File: config.mk
export PLATFORM = sky130hd
export DESIGN_NAME = ir_nec_tx_flat
export DESIGN_NICKNAME = d
export VERILOG_FILES = /design/src/rtl/ir_nec_tx_if.sv /design/src/rtl/ir_nec_tx.sv /design/src/flat_wrapper.sv
export SDC_FILE = /design/constraint.sdc
export NUM_CORES = 1
export LEC_CHECK = 0
export CORE_UTILIZATION = 30
export CTS_BUF_LIST = sky130_fd_sc_hd__clkbuf_4 sky130_fd_sc_hd__clkbuf_8 sky130_fd_sc_hd__clkbuf_16
export CTS_CLUSTER_DIAMETER = 80
export CTS_CLUSTER_SIZE = 24
export DETAILED_ROUTE_END_ITERATION = 8
export SYNTH_ARGS = -nofsm -noshare
export SYNTH_HDL_FRONTEND = slang
export SYNTH_SLANG_ARGS = --single-unit
File: constraint.sdc
create_clock -name CLK -period 5.35 [get_ports CLK]
set_clock_uncertainty 0.15 [all_clocks]
set_input_delay 1.605 -clock CLK [delete_from_list [all_inputs] [get_ports CLK]]
set_output_delay 1.605 -clock CLK [all_outputs]
set_load 0.02 [all_outputs]
File: src/rtl/ir_nec_tx_if.sv
// Handshake bundle between a key-code source and the NEC IR transmitter.
interface ir_nec_tx_if;
    logic       send;
    logic [7:0] hex_data;
    logic       busy;
    logic       done;
    logic       ir_out;

    modport master (output send, output hex_data, input busy, input done, input ir_out);
    modport slave  (input send, input hex_data, output busy, output done, output ir_out);
endinterface

File: src/rtl/ir_nec_tx.sv
// NEC infrared transmitter: one key code per send edge, carrier-modulated frame on ir_out.
// Optional IR_REPEAT_EN: a held send emits NEC repeat frames after each 108 ms period.
module ir_nec_tx #(
    parameter int          UNIT_CYC     = 28125,
    parameter int          CARRIER_HALF = 658,
    parameter logic [15:0] CUSTOM_CODE  = 16'h00FF
) (
    input  logic       CLK,
    input  logic       RST_N,
    ir_nec_tx_if.slave bus
);
    localparam int UW = $clog2(UNIT_CYC);
    localparam int CW = (CARRIER_HALF > 1) ? $clog2(CARRIER_HALF) : 1;
    localparam logic [UW-1:0] UNIT_LAST   = UW'(UNIT_CYC - 1);
    localparam logic [CW-1:0] CAR_LAST    = CW'(CARRIER_HALF - 1);
    localparam logic [7:0]    FRAME_UNITS = 8'd192;

    localparam logic [3:0] S_IDLE       = 4'd0;
    localparam logic [3:0] S_LEAD_MARK  = 4'd1;
    localparam logic [3:0] S_LEAD_SPACE = 4'd2;
    localparam logic [3:0] S_BIT_MARK   = 4'd3;
    localparam logic [3:0] S_BIT_SPACE  = 4'd4;
    localparam logic [3:0] S_STOP_MARK  = 4'd5;
    localparam logic [3:0] S_GAP        = 4'd6;
`ifdef IR_REPEAT_EN
    localparam logic [3:0] S_REP_MARK   = 4'd7;
    localparam logic [3:0] S_REP_SPACE  = 4'd8;
`endif

    // The 32 transmitted bits, sent LSB first: custom low, custom high, code, ~code.
    function automatic logic frame_bit(input logic [7:0] code, input logic [4:0] idx);
        logic [31:0] word;
        word = {~code, code, CUSTOM_CODE};
        return word[idx];
    endfunction

    function automatic logic is_mark(input logic [3:0] st);
        logic m;
        case (st)
            S_LEAD_MARK, S_BIT_MARK, S_STOP_MARK: m = 1'b1;
`ifdef IR_REPEAT_EN
            S_REP_MARK:                           m = 1'b1;
`endif
            default:                              m = 1'b0;
        endcase
        return m;
    endfunction

    logic [3:0]    state_r;
    logic [3:0]    state_nxt_s;
    logic          send_d_r;
    logic [7:0]    code_r;
    logic [UW-1:0] unit_cnt_r;
    logic [4:0]    su_cnt_r;
    logic [7:0]    frame_cnt_r;
    logic [4:0]    bit_idx_r;
    logic [CW-1:0] car_cnt_r;
    logic          ir_r;
    logic          busy_r;
    logic          done_r;

    logic          accept_s;
    logic          unit_end_s;
    logic          last_unit_s;
    logic          gap_end_s;
    logic [4:0]    len_s;
    logic          mark_nxt_s;
    logic          mark_enter_s;

    assign accept_s     = bus.send && !send_d_r && !busy_r;
    assign unit_end_s   = (state_r != S_IDLE) && (unit_cnt_r == UNIT_LAST);
    assign last_unit_s  = unit_end_s && (su_cnt_r == (len_s - 5'd1));
    assign gap_end_s    = unit_end_s && (frame_cnt_r == (FRAME_UNITS - 8'd1));
    assign mark_nxt_s   = is_mark(state_nxt_s);
    assign mark_enter_s = mark_nxt_s && (state_nxt_s != state_r);

    // Length in units of the current state
    always_comb begin
        len_s = 5'd1;
        case (state_r)
            S_LEAD_MARK:  len_s = 5'd16;
            S_LEAD_SPACE: len_s = 5'd8;
            S_BIT_SPACE:  len_s = frame_bit(code_r, bit_idx_r) ? 5'd3 : 5'd1;
`ifdef IR_REPEAT_EN
            S_REP_MARK:   len_s = 5'd16;
            S_REP_SPACE:  len_s = 5'd4;
`endif
            default:      len_s = 5'd1;
        endcase
    end

    // Next-state logic; every transition lands on the last cycle of a state's final unit
    always_comb begin
        state_nxt_s = state_r;
        case (state_r)
            S_IDLE:       if (accept_s)    state_nxt_s = S_LEAD_MARK;  else state_nxt_s = S_IDLE;
            S_LEAD_MARK:  if (last_unit_s) state_nxt_s = S_LEAD_SPACE; else state_nxt_s = state_r;
            S_LEAD_SPACE: if (last_unit_s) state_nxt_s = S_BIT_MARK;   else state_nxt_s = state_r;
            S_BIT_MARK:   if (last_unit_s) state_nxt_s = S_BIT_SPACE;  else state_nxt_s = state_r;
            S_BIT_SPACE: begin
                if (last_unit_s) begin
                    if (bit_idx_r == 5'd31) state_nxt_s = S_STOP_MARK;
                    else                    state_nxt_s = S_BIT_MARK;
                end else begin
                    state_nxt_s = state_r;
                end
            end
            S_STOP_MARK:  if (last_unit_s) state_nxt_s = S_GAP;        else state_nxt_s = state_r;
            S_GAP: begin
                if (gap_end_s) begin
`ifdef IR_REPEAT_EN
                    if (bus.send) state_nxt_s = S_REP_MARK;
                    else          state_nxt_s = S_IDLE;
`else
                    state_nxt_s = S_IDLE;
`endif
                end else begin
                    state_nxt_s = state_r;
                end
            end
`ifdef IR_REPEAT_EN
            S_REP_MARK:   if (last_unit_s) state_nxt_s = S_REP_SPACE;  else state_nxt_s = state_r;
            S_REP_SPACE:  if (last_unit_s) state_nxt_s = S_STOP_MARK;  else state_nxt_s = state_r;
`endif
            default:      state_nxt_s = S_IDLE;
        endcase
    end

    // State, request edge detect, latched key and unit/frame/bit counters
    always_ff @(posedge CLK or negedge RST_N) begin
        if (!RST_N) begin
            state_r     <= S_IDLE;
            send_d_r    <= 1'b0;
            code_r      <= 8'd0;
            unit_cnt_r  <= '0;
            su_cnt_r    <= 5'd0;
            frame_cnt_r <= 8'd0;
            bit_idx_r   <= 5'd0;
        end else begin
            state_r  <= state_nxt_s;
            send_d_r <= bus.send;
            if (accept_s) code_r <= bus.hex_data;

            if (state_r == S_IDLE || unit_end_s) unit_cnt_r <= '0;
            else                                 unit_cnt_r <= unit_cnt_r + UW'(1);

            if (state_nxt_s != state_r) su_cnt_r <= 5'd0;
            else if (unit_end_s)        su_cnt_r <= su_cnt_r + 5'd1;

            // Restart frame timing on idle and on every repeat-frame start
            if (state_r == S_IDLE || gap_end_s)             frame_cnt_r <= 8'd0;
            else if (unit_end_s && frame_cnt_r != FRAME_UNITS) frame_cnt_r <= frame_cnt_r + 8'd1;

            if (state_r == S_IDLE)                            bit_idx_r <= 5'd0;
            else if (state_r == S_BIT_SPACE && last_unit_s)  bit_idx_r <= bit_idx_r + 5'd1;
        end
    end

    // Registered outputs; carrier phase restarts high at the first cycle of each mark
    always_ff @(posedge CLK or negedge RST_N) begin
        if (!RST_N) begin
            car_cnt_r <= '0;
            ir_r      <= 1'b0;
            busy_r    <= 1'b0;
            done_r    <= 1'b0;
        end else begin
            if (mark_enter_s) begin
                car_cnt_r <= '0;
                ir_r      <= 1'b1;
            end else if (mark_nxt_s) begin
                if (car_cnt_r == CAR_LAST) begin
                    car_cnt_r <= '0;
                    ir_r      <= ~ir_r;
                end else begin
                    car_cnt_r <= car_cnt_r + CW'(1);
                end
            end else begin
                car_cnt_r <= '0;
                ir_r      <= 1'b0;
            end
            busy_r <= (state_nxt_s != S_IDLE);
            done_r <= (state_r == S_STOP_MARK) && (state_nxt_s == S_GAP);
        end
    end

    assign bus.busy   = busy_r;
    assign bus.done   = done_r;
    assign bus.ir_out = ir_r;
endmodule

File: src/flat_wrapper.sv
// flat-port wrapper written by rule: the top's interface ports become plain ports
module ir_nec_tx_flat 
#(
    parameter int          UNIT_CYC     = 28125,
    parameter int          CARRIER_HALF = 658,
    parameter logic [15:0] CUSTOM_CODE  = 16'h00FF
)
  (CLK, RST_N, bus_send, bus_hex_data, bus_busy, bus_done, bus_ir_out);
  ir_nec_tx_if bus_i ();
  input  logic CLK;
  input  logic RST_N;
  input wire logic [$bits(bus_i.send)-1:0] bus_send;
  input wire logic [$bits(bus_i.hex_data)-1:0] bus_hex_data;
  output wire logic [$bits(bus_i.busy)-1:0] bus_busy;
  output wire logic [$bits(bus_i.done)-1:0] bus_done;
  output wire logic [$bits(bus_i.ir_out)-1:0] bus_ir_out;
  assign bus_i.send = bus_send;
  assign bus_i.hex_data = bus_hex_data;
  assign bus_busy = bus_i.busy;
  assign bus_done = bus_i.done;
  assign bus_ir_out = bus_i.ir_out;
  ir_nec_tx #(.UNIT_CYC(UNIT_CYC), .CARRIER_HALF(CARRIER_HALF), .CUSTOM_CODE(CUSTOM_CODE)) u_core (.CLK(CLK), .RST_N(RST_N), .bus(bus_i));
endmodule
==> results <==
- The flow ran to the end, and the final reports show no timing, DRC or antenna violations.
- The most critical setup path has its startpoint at u_core.state_r[0]$_DFF_PN0_.
- The maximum buffer depth of the clock tree is 2.
- The first global-routing pass estimated about 12000 µm of wire.
- The total count of max-transition violations in the final report is 0.
- Setup repair after global routing left no endpoint under its margin.
- The share of total power dissipated in the clock network is 0.458.
- Counting instances, the worst hold path has a depth of 1.
- The switching power of the nets is about 240 µW.
- Summing all flip-flop and latch instances after layout gives roughly 1500 µm².
- The number of fill cells is between 1000 and 1500.
- The fraction of final layout cells sized beyond drive strength 1 is 0.118.
- In this run the horizontal extent of the chip is approximately 110 µm.
- Of the total power, combinational logic draws 0.080.
- Once detail routing completed, the nets flagged for antenna violations numbered 0.
- The synthesized design contains ~60 register bits.
- Yosys printed 0 warnings.
- The overall global routing resource usage is 0.137.
- Data on the critical path is required at its endpoint by between 5 and 6 ns.
- The internal power of the cells totals just over 800 µW.
- The final global-route overflow total is 0.
- Input and output buffers added on the ports amount to 13.
- The routed length per placed instance is around 14 µm.
- The first-pass detailed-route iteration total is 4.
- Walking the worst path, the cells encountered are xnor2_1 -> nor3_2 -> ha_1 -> xnor2_1 -> a211oi_2 -> and2_1 -> a21oi_2 -> a2111o_1 -> or4b_1.
- The post-synthesis adder-cell area fraction is 0.0374.
- Of the total synthesized cell area, the portion taken by AND, OR, NAND and NOR gates is 0.262.
- The maximum clock frequency is roughly 270 MHz.
- The final layout contains routed wiring with a total length of slightly below 7000 µm.
- Leaving out filler cells and counting taps, the final layout contains between 500 and 600.
- Summed over all failing endpoints, the final setup total negative slack is 0 ns.
- The terminus of the critical flop-to-flop path is u_core.bus.busy$_DFF_PN0_.
- The area growth from synthesis to layout is 14.4%.
- The final routed DRC violation total is 0.
- The post-CTS resize count is 0.
- The detailed router finished its first iteration with about 120 violations.
- The internal reg-to-reg setup slack is 1.70 ns.
- At the pin with the least slew margin, the transition time is 0.834 ns.
- The static leakage is 1.54 nW.
- The final-report hold violation count is 0.
- The via count of the routed design is between 2000 and 3000.
- Setup violations remaining at the end of the flow were counted as 0.
- The share of async-settable or async-resettable flops after synthesis is 1.00.
- The die area is between 10000 and 15000 µm².
- The mux share of post-synthesis cell area is 0.0426.
- The share of synthesized area in the top cell type comes to 0.441.
- The multi-input logic area is around 1800 µm².
- In this run the standard cell core region covers approximately 11000 µm².
- In this run the number of H-tree levels came out at 3.
- The post-detailed-route via-to-cell ratio is about 5.
- After synthesis, the largest family of logic cells by area is simple AND/OR/NAND/NOR gates.
- The synthesized-area fraction occupied by xor and xnor cells is 0.0968.
- At the end of routability-driven placement, the weighted congestion stood at approximately 0.83.
- Ranked by total cell area, the synthesized netlist is headed by dfrtp_1 44%, nor2_1 5.5%, xnor2_1 5.0%.
- The max capacitance violation total is 0.
- In this run the clock root is driven by a clkbuf_8.
- On the worst path, the slowest cell contributes a delay of 0.72 ns.
- The clock sink count is 59.
- The critical hold path startpoint is u_core.code_r[0]$_DFFE_PN0P_.
- The number of distinct library cell variants in the gate-level netlist after synthesis is between 50 and 60.
- Together, buffers and inverters on the worst path number 0.
- The normalized max-slew margin is 0.444.
- The number of antenna violations at the first check in global routing is 0.
- The final worst-path cycle share is 0.681.
- The initialized floorplan defines 38 standard-cell rows.
- Hold is met by 0.359 ns.
- For the worst setup path, the data arrival time is around 3.7 ns.
- The cell with the largest stage delay on the worst path is dfrtp_1.
- The most used flip-flop cell after synthesis is dfrtp_1.
- STA classifies the critical path startpoint as a flip-flop.
- VDD sags by at most between 0.0001 and 0.00015 V.
- The biggest fanout along the worst timing path is 18.
- The cell total after placement is approximately 490.
- The estimated wirelength of the detail-placed design is a little under 5000 µm.
- Counting I/O delays and the setup requirement, the final critical path takes about 3.6 ns.
- The biggest area contributor in the post-synthesis netlist is dfrtp_1.
- TritonCTS built the clock tree.
- The critical path's most frequent cell is xnor2_1.
- The number of clock buffers added by TritonCTS is 9.
- The post-synthesis net count is 367.
- Of the total power, the share spent switching nets is 0.227.
- For the worst flop-to-flop path, the logic depth is 9.
- The sequential fraction of the synthesis area is 0.441.
- For the worst-skew pair, the clock arrives at the later sink with an insertion delay of 0.34 ns.
- The worst setup path category is flip-flop to flip-flop.
- The via count of the first global-routing pass was between 2000 and 3000.
- The path class of the tightest hold or removal check is flip-flop to flip-flop.
- In this run the power density over the cells is about 270 nW/µm².
- The initial standard-cell utilization of the core is 0.309.
- The worst setup path is captured at a flip-flop.
- Entering global routing, the biggest net connects 38 pins.
- The synthesized-area fraction occupied by ao, oa, aoi and oai cells was 0.0848.
- The boundary pin count is 14.
- Broken down by cell family, the worst path's largest delay share belongs to simple AND/OR/NAND/NOR gates.
- After clock tree synthesis, the setup repair step added 0 buffers.
- Synthesis handed over a netlist of around 350 instances.
- After clock tree synthesis, the clock-pin slew on the worst setup and hold paths is 0.07 ns.
- The worst register-to-register path begins at u_core.state_r[0]$_DFF_PN0_.
- The cell area after synthesis is 3350 µm².
- After the last flow step, the layout net total stands at 379.
- In this run, synthesis inferred 0 flip-flops with an integrated enable.
- The number of antenna diodes in the final layout is 0.
- The overall die height is ~110 µm.
- The end of the worst hold path is u_core.code_r[0]$_DFFE_PN0P_.
- Hold repair after CTS inserted 0 buffers.
- The mean post-synth cell area is between 9 and 10 µm².
- The share of total power dissipated in sequential elements is 0.462.
layout make-up:
| class | instances | share of cell area |
|---|---|---|
| clock buffer | 13 | 0.0451 |
| clock inverter | 3 | 0.0180 |
| inverter | 11 | 0.0108 |
| multi-input combinational | 262 | 0.458 |
| sequential | 59 | 0.385 |
| tap | 140 | 0.0457 |
| timing repair buffer | 15 | 0.0366 |
state kept, by name, summed over array words and instances, names as in the netlist, 4 cells and up:
register and flops:
u_core.bit_idx_r 5, u_core.frame_cnt_r 8, u_core.unit_cnt_r 15, u_core.car_cnt_r 10, u_core.code_r 8, u_core.su_cnt_r 5, u_core.state_r 4
cells by family after synthesis:
| family | Yosys count |
|---|---|
| AND/OR/NAND/NOR | 162 |
| flip-flops | 59 |
| AO/OA/AOI/OAI | 40 |
| XOR/XNOR | 37 |
| buffers and inverters | 25 |
| multiplexers | 12 |
| adder cells (fa/ha/maj) | 10 |
| other | 1 |
worst max path at each step:
stage	to	slack, ns	cells past startpoint
floorplan	u_core.bus.busy$_DFF_PN0_	1.93	12
global placement	u_core.bus.busy$_DFF_PN0_	1.77	7
detailed placement	u_core.bus.busy$_DFF_PN0_	1.72	7
CTS	u_core.bus.busy$_DFF_PN0_	1.72	9
global route	u_core.bus.busy$_DFF_PN0_	1.41	10
finish	u_core.bus.busy$_DFF_PN0_	1.70	9
routing by layer:
| layer | vias up | global-route usage | wire (µm) |
|---|---|---|---|
| li1 | 1242 | - | - |
| met1 | 1252 | 0.174 | 3120 |
| met2 | 45 | 0.219 | 3340 |
| met3 | 9 | 0.0327 | 260 |
| met4 | 0 | 0.0665 | 81 |
| met5 | - | 0 | 0 |
power by group through the flow:
| stage | logic, mW | clock network (mW) | registers (mW) |
|---|---|---|---|
| after floorplan | 0.0593 | 0 | 0.486 |
| after global placement | 0.0836 | 0 | 0.493 |
| after detailed placement | 0.0864 | 0 | 0.494 |
| after CTS | 0.0866 | 0.496 | 0.486 |
| after global routing | 0.0960 | 0.516 | 0.489 |
| final | 0.0844 | 0.481 | 0.485 |
through the flow:
step | power (mW) | util | cell area [µm²] | setup slack, ns
floorplan | 0.545 | - | 3350 | 1.93
global placement | 0.577 | 0.331 | 3590 | 1.77
detailed placement | 0.580 | 0.331 | 3590 | 1.72
CTS | 1.07 | 0.353 | 3830 | 1.72
global route | 1.10 | 0.353 | 3830 | 1.41
finish | 1.05 | 0.353 | 3830 | 1.70
cell usage after synthesis, types with 3 or more instances:
library cell	instances
and3_1	4
ha_1	10
nand2_1	29
inv_1	11
xor2_1	18
nand3b_1	4
nand4_1	17
mux2i_1	3
xnor2_1	19
mux2_2	8
nand3_1	15
clkbuf_1	7
o21ai_0	9
nor2_1	49
or3_1	7
buf_2	3
nand2b_1	5
dfrtp_1	59
nor3_1	11
a21oi_1	11
placed cells by master (no fill, tap or decap), types with 10 or more instances in the layout:
master           Yosys  final
a21oi_1             11     11
clkbuf_8             0     12
clkdlybuf4s50_1      0     12
dfrtp_1             59     59
ha_1                10     10
inv_1               11     11
nand2_1             29     29
nand3_1             15     15
nand4_1             17     17
nor2_1              49     49
nor3_1              11     11
xnor2_1             19     19
xor2_1              18     18
worst reg2reg max path: cells and delay by family (launching register included):
kind                     cells  cell delay, ns
AND/OR/NAND/NOR              3            1.15
AO/OA/AOI/OAI                3            0.81
flip-flops                   1            0.72
XOR/XNOR                     2            0.37
adder cells (fa/ha/maj)      1            0.31
(Power assumes the default switching activity.)
